## config.mk

```make
export PLATFORM = sky130hd
export DESIGN_NAME = varredura_teclado
export DESIGN_NICKNAME = d
export VERILOG_FILES = /design/src/rtl/varredura_teclado_pkg.sv /design/src/rtl/varredura_teclado_divisor_varredura.sv /design/src/rtl/varredura_teclado.sv
export SDC_FILE = /design/constraint.sdc
export NUM_CORES = 1
export LEC_CHECK = 0
export BUFFER_PORTS_ARGS = -buffer_cell sky130_fd_sc_hd__buf_2
export CAP_MARGIN = 20
export CORE_MARGIN = 2
export CORE_UTILIZATION = 35
export DETAILED_ROUTE_END_ITERATION = 8
export HOLD_SLACK_MARGIN = 0.03
export PLACE_DENSITY = 0.51
export SYNTH_ARGS = -nofsm -noshare
export SYNTH_HDL_FRONTEND = slang
export SYNTH_HIERARCHICAL = 1
export SYNTH_SLANG_ARGS = --single-unit
```

## constraint.sdc

```tcl
create_clock -name clk -period 4 [get_ports clk]
set_input_delay 0.8 -clock clk [delete_from_list [all_inputs] [get_ports clk]]
set_output_delay 0.8 -clock clk [all_outputs]
set_load 0.1 [all_outputs]
```

## src/rtl/varredura_teclado_pkg.sv

```systemverilog
// Shared definitions for the key matrix scanner: FSM states, default
// matrix geometry and width helpers.
package varredura_teclado_pkg;

   typedef enum logic [1:0] {
      OCIOSO      = 2'd0,
      CONFIRMANDO = 2'd1,
      PRESSIONADA = 2'd2,
      SOLTANDO    = 2'd3
   } estado_t;

   localparam int N_LIN_PADRAO = 5;
   localparam int N_COL_PADRAO = 7;

   // Bits needed to index n items, never less than one.
   function automatic int largura(input int n);
      return (n > 1) ? $clog2(n) : 1;
   endfunction

   // Key code width for an n_lin x n_col matrix.
   function automatic int code_w(input int n_lin, input int n_col);
      return largura(n_lin * n_col);
   endfunction

endpackage

```

## src/rtl/varredura_teclado_divisor_varredura.sv

```systemverilog
// Scan timebase: one tick every DIV_SCAN clocks, rotating an active-low
// one-hot column drive from the highest column down to column 0.
module divisor_varredura
   import varredura_teclado_pkg::*;
#(
   parameter int N_COL    = N_COL_PADRAO,
   parameter int DIV_SCAN = 5000
) (
   input  logic                       clk,
   input  logic                       rst,
   output logic                       tick,
   output logic                       fim_quadro,
   output logic [largura(N_COL)-1:0]  col_idx,
   output logic [N_COL-1:0]           coluna
);

   localparam int TW    = largura(DIV_SCAN);
   localparam int COL_W = largura(N_COL);

   logic [TW-1:0] cont;

   assign tick       = (cont == TW'(DIV_SCAN - 1));
   assign fim_quadro = tick && (col_idx == '0);
   assign coluna     = ~(N_COL'(1) << col_idx);

   // Dwell counter: wraps on the tick cycle.
   // NOTE: sequential state uses non-blocking assignments so every register
   // sees the pre-edge values of the others, independent of block order.
   always_ff @(posedge clk) begin
      if (rst)       cont <= '0;
      else if (tick) cont <= '0;
      else           cont <= cont + TW'(1);
   end

   // Column rotator: N_COL-1 down to 0, then back to N_COL-1.
   always_ff @(posedge clk) begin
      if (rst)
         col_idx <= COL_W'(N_COL - 1);
      else if (tick)
         col_idx <= (col_idx == '0) ? COL_W'(N_COL - 1) : col_idx - COL_W'(1);
   end

endmodule

```

## src/rtl/varredura_teclado.sv

```systemverilog
// 5x7 key matrix scanner: synchronizes the row lines, debounces over whole
// scan frames and presents each accepted key with a valid/ack handshake.
module varredura_teclado
   import varredura_teclado_pkg::*;
#(
   parameter int N_LIN    = N_LIN_PADRAO,
   parameter int N_COL    = N_COL_PADRAO,
   parameter int DIV_SCAN = 5000,
   parameter int DEBOUNCE = 4,
   parameter int CODE_W   = code_w(N_LIN, N_COL)
) (
   input  logic              clk,
   input  logic              rst,
   input  logic [N_LIN-1:0]  linha,
   output logic [N_COL-1:0]  coluna,
   output logic [CODE_W-1:0] tecla_codigo,
   output logic              tecla_valida,
   input  logic              tecla_ack,
   output logic              tecla_press,
   output logic              sobrecarga
);

   localparam int COL_W = largura(N_COL);
   localparam int CNT_W = largura(DEBOUNCE + 1);

   logic              tick;
   logic              fim_quadro;
   logic [COL_W-1:0]  col_idx;
   logic [N_LIN-1:0]  sinc1, sinc2;
   logic              hit_agora, hit_acc, hit_quadro;
   logic [CODE_W-1:0] cod_agora, cod_acc, cod_quadro;
   estado_t           estado, estado_n;
   logic [CNT_W-1:0]  cnt, cnt_n;
   logic [CODE_W-1:0] cand, cand_n;
   logic              aceita;
   logic              ack_ok;

   divisor_varredura #(
      .N_COL    (N_COL),
      .DIV_SCAN (DIV_SCAN)
   ) u_divisor (
      .clk        (clk),
      .rst        (rst),
      .tick       (tick),
      .fim_quadro (fim_quadro),
      .col_idx    (col_idx),
      .coluna     (coluna)
   );

   // Two-flop synchronizer for the asynchronous row lines.
   // NOTE: cleared on reset; the first sample is taken DIV_SCAN>=4 clocks
   // later, so the flops have refilled with real row levels by then.
   always_ff @(posedge clk) begin
      if (rst) begin
         sinc1 <= '0;
         sinc2 <= '0;
      end else begin
         sinc1 <= linha;
         sinc2 <= sinc1;
      end
   end

   // Lowest low row in the column being driven, turned into a key code.
   // NOTE: every output gets a default first, so no path leaves it unassigned
   // and no latch is inferred.
   always_comb begin
      int lin_sel;
      hit_agora = 1'b0;
      lin_sel   = 0;
      for (int i = N_LIN - 1; i >= 0; i--) begin
         if (!sinc2[i]) begin
            hit_agora = 1'b1;
            lin_sel   = i;
         end
      end
      cod_agora = CODE_W'(lin_sel * N_COL) + CODE_W'(col_idx);
   end

   // Frame result: the first column of the frame with a hit wins.
   assign hit_quadro = hit_acc | hit_agora;
   assign cod_quadro = hit_acc ? cod_acc : cod_agora;

   // Per-frame hit accumulator, restarted on every frame-end tick.
   always_ff @(posedge clk) begin
      if (rst) begin
         hit_acc <= 1'b0;
         cod_acc <= '0;
      end else if (tick) begin
         if (fim_quadro) begin
            hit_acc <= 1'b0;
            cod_acc <= '0;
         end else if (hit_agora && !hit_acc) begin
            hit_acc <= 1'b1;
            cod_acc <= cod_agora;
         end
      end
   end

   // Debounce FSM state register.
   always_ff @(posedge clk) begin
      if (rst) begin
         estado <= OCIOSO;
         cnt    <= '0;
         cand   <= '0;
      end else begin
         estado <= estado_n;
         cnt    <= cnt_n;
         cand   <= cand_n;
      end
   end

   // Debounce FSM next state, evaluated only on the frame-end tick.
   always_comb begin
      estado_n = estado;
      cnt_n    = cnt;
      cand_n   = cand;
      aceita   = 1'b0;
      if (fim_quadro) begin
         case (estado)
            OCIOSO: begin
               if (hit_quadro) begin
                  cand_n = cod_quadro;
                  cnt_n  = CNT_W'(1);
                  if (DEBOUNCE == 1) begin
                     aceita   = 1'b1;
                     estado_n = PRESSIONADA;
                  end else begin
                     estado_n = CONFIRMANDO;
                  end
               end
            end
            CONFIRMANDO: begin
               if (hit_quadro && cod_quadro == cand) begin
                  cnt_n = cnt + CNT_W'(1);
                  if (cnt_n == CNT_W'(DEBOUNCE)) begin
                     aceita   = 1'b1;
                     estado_n = PRESSIONADA;
                  end
               end else begin
                  estado_n = OCIOSO;
               end
            end
            PRESSIONADA: begin
               if (!hit_quadro) begin
                  cnt_n    = CNT_W'(1);
                  estado_n = (DEBOUNCE == 1) ? OCIOSO : SOLTANDO;
               end
            end
            SOLTANDO: begin
               if (hit_quadro) begin
                  estado_n = PRESSIONADA;
               end else begin
                  cnt_n = cnt + CNT_W'(1);
                  if (cnt_n == CNT_W'(DEBOUNCE)) estado_n = OCIOSO;
               end
            end
            default: estado_n = OCIOSO;
         endcase
      end
   end

   assign ack_ok      = tecla_valida & tecla_ack;
   assign tecla_press = (estado == PRESSIONADA) || (estado == SOLTANDO);

   // Output handshake: load on accept unless a code is still unacknowledged.
   always_ff @(posedge clk) begin
      if (rst) begin
         tecla_codigo <= '0;
         tecla_valida <= 1'b0;
         sobrecarga   <= 1'b0;
      end else begin
         if (aceita && (!tecla_valida || ack_ok)) begin
            tecla_codigo <= cod_quadro;
            tecla_valida <= 1'b1;
         end else if (ack_ok) begin
            tecla_valida <= 1'b0;
         end
         if (ack_ok)
            sobrecarga <= 1'b0;
         else if (aceita && tecla_valida)
            sobrecarga <= 1'b1;
      end
   end

endmodule

```

**After elaboration in Yosys (flattened, before gate mapping)**

Index checks and enable logic that the tools add are counted.
W data, S select, Z words.

- Register bits: 52
- Input port bits: 8
- Output and inout bits: 16
- Word-level logic and storage cells: 86

- $add $sub $neg: 4
- Multipliers: 1
- Equal/unequal tests: 12
- Shifts and indexed selects: 1
- Mux-type cells: 34
- Bitwise gates (word level): 3
- Reductions and logical operators: 19

Operators by type and width:

| cell | count |
|---|---|
| $mux W32 | 4 |
| $mul A32 B4 Y6 const B | 1 |
| $mux W3 | 6 |
| $mux W6 | 3 |
| $add A13 B1 Y13 const B | 1 |
| $eq A13 B13 Y1 const B | 1 |
| $mux W1 | 13 |
| $mux W2 | 6 |
| $pmux W3 S4 | 1 |
| $reduce_and A5 Y1 | 2 |
| $ne A2 B2 Y1 const B | 4 |
| $pmux W2 S4 | 1 |
| $not A7 Y7 | 1 |
| $shl A1 B3 Y7 const A | 1 |
| $add A6 B3 Y6 | 1 |
| $eq A6 B6 Y1 | 1 |
| $ne A3 B3 Y1 const B | 2 |
| $logic_and A1 B1 Y1 | 5 |
| $eq A2 B2 Y1 const B | 2 |
| $reduce_bool A2 Y1 | 2 |
| $reduce_or A2 Y1 | 2 |
| $add A3 B1 Y3 const B | 1 |
| $eq A3 B3 Y1 const B | 1 |
| $logic_not A3 Y1 | 1 |
| other kinds (9) | 11 |

**Longest topological paths before layout**

- Word-level depth: 15
- Gate-level depth with buffers: 16
- Depth with buffers taken out: 15

**Modules after synthesis**

The synthesis kept the hierarchy.

Modules (own cells, without submodules):

| module | times used | cells each | area each (um2) | sequential area each (um2) |
|---|---|---|---|---|
| varredura_teclado | 1 | 247 | 2127.0 | 720.7 |
| divisor_varredura | 1 | 103 | 882.1 | 320.3 |

**Worst setup path before layout**

No wires, ideal clock.

- Kind: flip-flop to flip-flop
- From: register sinc2[2]
- To: register cnt[0]
- Setup time: 121 ps
- Arrival: 3465 ps
- Required time: 3879 ps
- Path slack: 414 ps
- Cell stages (with the launch flop): 14
- Path buffers: 1
- Clock period less this slack: 3586 ps
- Cell sequence: dfxtp_1 nand4_1 nor2_1 fa_1 fa_1 inv_1 ha_1 a21oi_1 mux2i_1 a21o_1 nand4_1 clkbuf_1 o21ai_0 a2bb2o_1

- Longest elaborated chain between the ends: 10
- Elaborated cells between the ends (all ways): 17
- Those cells by class: add/sub (1); mul (1); eq/ne (5); mux (7); bitwise (1); reduce/logical (2)

Ends and longest elaborated chain:

| item | line | RTL |
|---|---|---|
| from (decl) | varredura_teclado.sv:29 | `logic [N_LIN-1:0] sinc1, sinc2;` |
| from (signal assigned) | varredura_teclado.sv:59 | `sinc2 <= sinc1;` |
| $mux W32 (3 in a row) | varredura_teclado.sv:71 | `if (!sinc2[i]) begin` |
| $mul A32 B4 Y6 | varredura_teclado.sv:76 | `cod_agora = CODE_W'(lin_sel * N_COL) + CODE_W'(col_idx);` |
| $add A6 B3 Y6 | varredura_teclado.sv:76 |  |
| $mux W6 | varredura_teclado.sv:81 | `assign cod_quadro = hit_acc ? cod_acc : cod_agora;` |
| $eq A6 B6 Y1 | varredura_teclado.sv:133 | `if (hit_quadro && cod_quadro == cand) begin` |
| $logic_and A1 B1 Y1 | varredura_teclado.sv:133 |  |
| $ne A2 B2 Y1 (no line) | n/a |  |
| $reduce_and A5 Y1 (no line) (*) | n/a |  |
| to (signal assigned) | varredura_teclado.sv:107 | `cnt <= cnt_n;` |
| to (decl) | varredura_teclado.sv:33 | `logic [CNT_W-1:0] cnt, cnt_n;` |

Every way passes the cells marked *; elsewhere a longest branch is shown, timed or not.
A chain may end at the register's enable or synchronous reset.

**Worst setup path after layout**

- From: register sinc2[2]
- To: register tecla_codigo[3]

- Longest elaborated chain between the ends: 12
- Elaborated cells between the ends (all ways): 16
- Those cells by class: add/sub (1); mul (1); eq/ne (1); mux (10); bitwise (1); reduce/logical (2)

Ends and longest elaborated chain:

| item | line | RTL |
|---|---|---|
| $mux W32 (3 in a row) | varredura_teclado.sv:71 |  |
| $mul A32 B4 Y6 | varredura_teclado.sv:76 |  |
| $add A6 B3 Y6 | varredura_teclado.sv:76 |  |
| $mux W6 | varredura_teclado.sv:81 |  |
| $eq A6 B6 Y1 | varredura_teclado.sv:133 |  |
| $logic_and A1 B1 Y1 | varredura_teclado.sv:133 |  |
| $mux W1 | varredura_teclado.sv:133 |  |
| $mux W1 | varredura_teclado.sv:119 | `case (estado)` |
| $mux W1 | varredura_teclado.sv:118 | `if (fim_quadro) begin` |
| $logic_and A1 B1 Y1 | varredura_teclado.sv:172 | `if (aceita && (!tecla_valida \|\| ack_ok)) begin` |
| to (signal assigned) | varredura_teclado.sv:173 | `tecla_codigo <= cod_quadro;` |
| to (decl) | varredura_teclado.sv:16 | `output logic [CODE_W-1:0] tecla_codigo,` |

Several ways; a longest one is shown, not always the timed one.

==> impl_metrics.json <==
{
  "globalplace.congestion": 0.794,
  "min_period_ns": 3.74,
  "synthFlopType": "dfxtp_1",
  "synth-seq-cells": 52,
  "use_met2_pct": 20.4,
  "status": "finished clean",
  "num_rows": 33,
  "dp_hpwl_um": 4510,
  "async_reset_ff_share_pct": 0,
  "die_w_um": 96.7,
  "vias": 2436,
  "cts.clk_slew.worst_paths_ns": 0.09,
  "holdWs_ns": 0.443,
  "die_area_um2": 9350,
  "synth-edff-count": 0,
  "antennaDiodeCount": 0,
  "max-slew-margin-rel_pct": 41.9,
  "fill_cells": 841,
  "drt_pass1_iterations": 4,
  "end_kind": "flop",
  "synthDistinctLibCells": 59,
  "met1_usage_pct": 20.0,
  "insertion_delay_ns": 0.30,
  "grt_pass1_vias": 2250,
  "finish.instance_area_um2": 3360,
  "hold_class": "reg2reg",
  "area_growth_pct": 11.6,
  "post_synth.cell_area_avg_um2": 8.60,
  "antenna_found_initial": 0,
  "synth_largest_area_cell": "dfxtp_1",
  "cts_inserted_buffers": 5,
  "synth.most_common_cell": "dfxtp_1",
  "cts-root-buf": "clkbuf_8",
  "placedCellCount": 465,
  "routed_via_density": 5.15,
  "finalHoldViolations": 0,
  "tritoncts": "yes",
  "setup_tns_ns": 0,
  "clock_sinks": 52,
  "cts_max_level": 2,
  "total_leakage_power_nw": 1.35,
  "power-per-cell-area_nw_per_um2": 298,
  "grt_max_degree": 42,
  "dieHeight_um": 96.7,
  "grt.busiest_layer": "met2",
  "vdd_drop_max_mv": 0.165,
  "dpl_cell_area_um2": 3200,
  "worst_ep_arrival_time_ns": 3.96,
  "start_kind": "flop",
  "finalClockSkew_ns": 0.00657,
  "drv_cap": 0,
  "initial_utilization_pct": 36.4,
  "path_class": "reg2reg",
  "post-route-drc-count": 0,
  "fin_crit_sh_pct": 93.4,
  "synth_cells": 350,
  "regArea_um2": 1040,
  "track_usage_pct": 13.6,
  "max_clock_freq_mhz": 268,
  "drive_above_1_share_pct": 14.1,
  "grt_setup_unrepaired": "false",
  "io_buffer_count": 23,
  "ys_seq_area_share_pct": 34.6,
  "synthesis.area_um2": 3010,
  "multi_input_area_um2": 1810,
  "grt_overflow": 0,
  "grtUsageMet3_pct": 2.53,
  "post-place-ws_ns": 0.0926,
  "synth_top_area_share_pct": 34.6,
  "cp_max_fo": 10,
  "postRouteAntennaNets": 0,
  "final-max-slew-violation-count": 0,
  "yosys-top-cells-area": "dfxtp_1 (35%), ha_1 (8.3%), a21oi_1 (4.5%), nor2b_1 (3.5%), o21ai_0 (3.5%)",
  "cp_data_required_time_ns": 4.23,
  "detail_route.wl_per_cell_um": 13.0,
  "yosys-top-cells-count": "dfxtp_1 (52), a21oi_1 (27), nor2_1 (26), inv_1 (23), o21ai_0 (21)",
  "tightestPinTransition_ns": 0.871,
  "postRouteWirelength_um": 6130,
  "grt_pass1_wl_um": 10800,
  "synth_nets": 381,
  "core_area_um2": 8260,
  "instances_no_fill": 473,
  "clk_path_buf_depth": 2,
  "io_pins": 24,
  "fin_nets": 399,
  "worst_slack_ns": 0.262,
  "first_iter_violations": 83,
  "yosys_warnings": 6,
  "finalSetupViolations": 0
}
cells by family after synthesis:
| family | synth area share, % |
|---|---|
| and+or+nand+nor | 26.7 |
| AOI/OAI and AO/OA | 16.8 |
| DFF | 34.6 |
| buffers and inverters | 5.90 |
| adders and majority gates | 10.3 |
| xor gates and xnor gates | 2.91 |
| muxes | 2.87 |
cell type report:
| type | instances | area share (%) |
|---|---|---|
| multi-input cells | 257 | 53.9 |
| flip-flops and latches | 52 | 31.0 |
| repair buffers | 29 | 4.77 |
| well taps | 105 | 3.91 |
| inverters | 23 | 2.57 |
| clock buffers | 5 | 2.05 |
| clock inverters | 2 | 1.79 |
placed cells by master (no fill, tap or decap), types with 4 or more instances in the layout:
| master | count |
|---|---|
| dfxtp_1 | 52 |
| a21oi_1 | 27 |
| nor2_1 | 25 |
| inv_1 | 23 |
| buf_2 | 23 |
| o21ai_0 | 20 |
| ha_1 | 20 |
| nand2_1 | 19 |
| nor2b_1 | 17 |
| nand3_1 | 15 |
| nand2b_1 | 11 |
| nand4_1 | 10 |
| or3_1 | 10 |
| and3_1 | 6 |
| buf_4 | 6 |
| xor2_1 | 5 |
| mux2i_1 | 5 |
| clkbuf_8 | 5 |
| nor3b_1 | 4 |
| nor4b_1 | 4 |
| xnor2_1 | 4 |
| a211oi_1 | 4 |
registers in the layout (all words and copies together), names as in the netlist:
| signal | cells |
|---|---|
| estado | 2 |
| u_divisor/cont | 13 |
| tecla_codigo | 6 |
| cand | 6 |
| cnt | 3 |
| sinc1 | 5 |
| sinc2 | 5 |
| tecla_valida | 1 |
| cod_acc | 6 |
| sobrecarga | 1 |
| u_divisor/col_idx | 3 |
| hit_acc | 1 |
metal layers:
layer | wire (µm) | up-vias
met4 | 70 | 0
met1 | 3280 | 1128
met5 | 0 | -
li1 | - | 1276
met3 | 170 | 6
met2 | 2610 | 26
stage by stage:
step | power, mW | util [%]
2_1_floorplan | 0.579 | -
3_3_place_gp | 0.593 | 38.8
3_5_place_dp | 0.593 | 38.8
5_1_grt | 1.04 | 40.7
6_report | 1.00 | 40.7
4_1_cts | 1.01 | 40.3
final timing paths:
path | startpoint | end | slack (ns) | cells past startpoint
min reg2reg | sinc1[1]$_SDFF_PP0_ | sinc2[1]$_SDFF_PP0_ | 0.44 | 1
max reg2reg | sinc2[2]$_SDFF_PP0_ | tecla_codigo[3]$_SDFFE_PP0P_ | 0.26 | 13
max | sinc2[2]$_SDFF_PP0_ | tecla_codigo[3]$_SDFFE_PP0P_ | 0.26 | 13
min | sinc1[1]$_SDFF_PP0_ | sinc2[1]$_SDFF_PP0_ | 0.44 | 1
power by group:
group	switching (mW)	total, mW	internal, mW
logic	0.0320	0.0524	0.0203
clock network	0.171	0.417	0.246
registers	0.00570	0.530	0.525
total	0.209	1.00	0.791
critical path, cell delays in order (launching register included):
cell	delay [ns]
dfxtp_1	0.37
nand4_1	0.19
nor2_2	0.19
fa_1	0.43
fa_1	0.49
fa_1	0.49
nor2b_1	0.20
nand4bb_1	0.21
a31o_2	0.17
nand4_1	0.08
buf_4	0.17
buf_4	0.16
or3_1	0.36
a21oi_1	0.14
what timing repair did:
| item | CTS | global route |
|---|---|---|
| hold buffers | 0 | 0 |
| endpoints found under the setup margin | 0 | 9 |
| resized for setup | 0 | 4 |
| setup buffers | 0 | 1 |
Power figures use the tool's default switching activity.
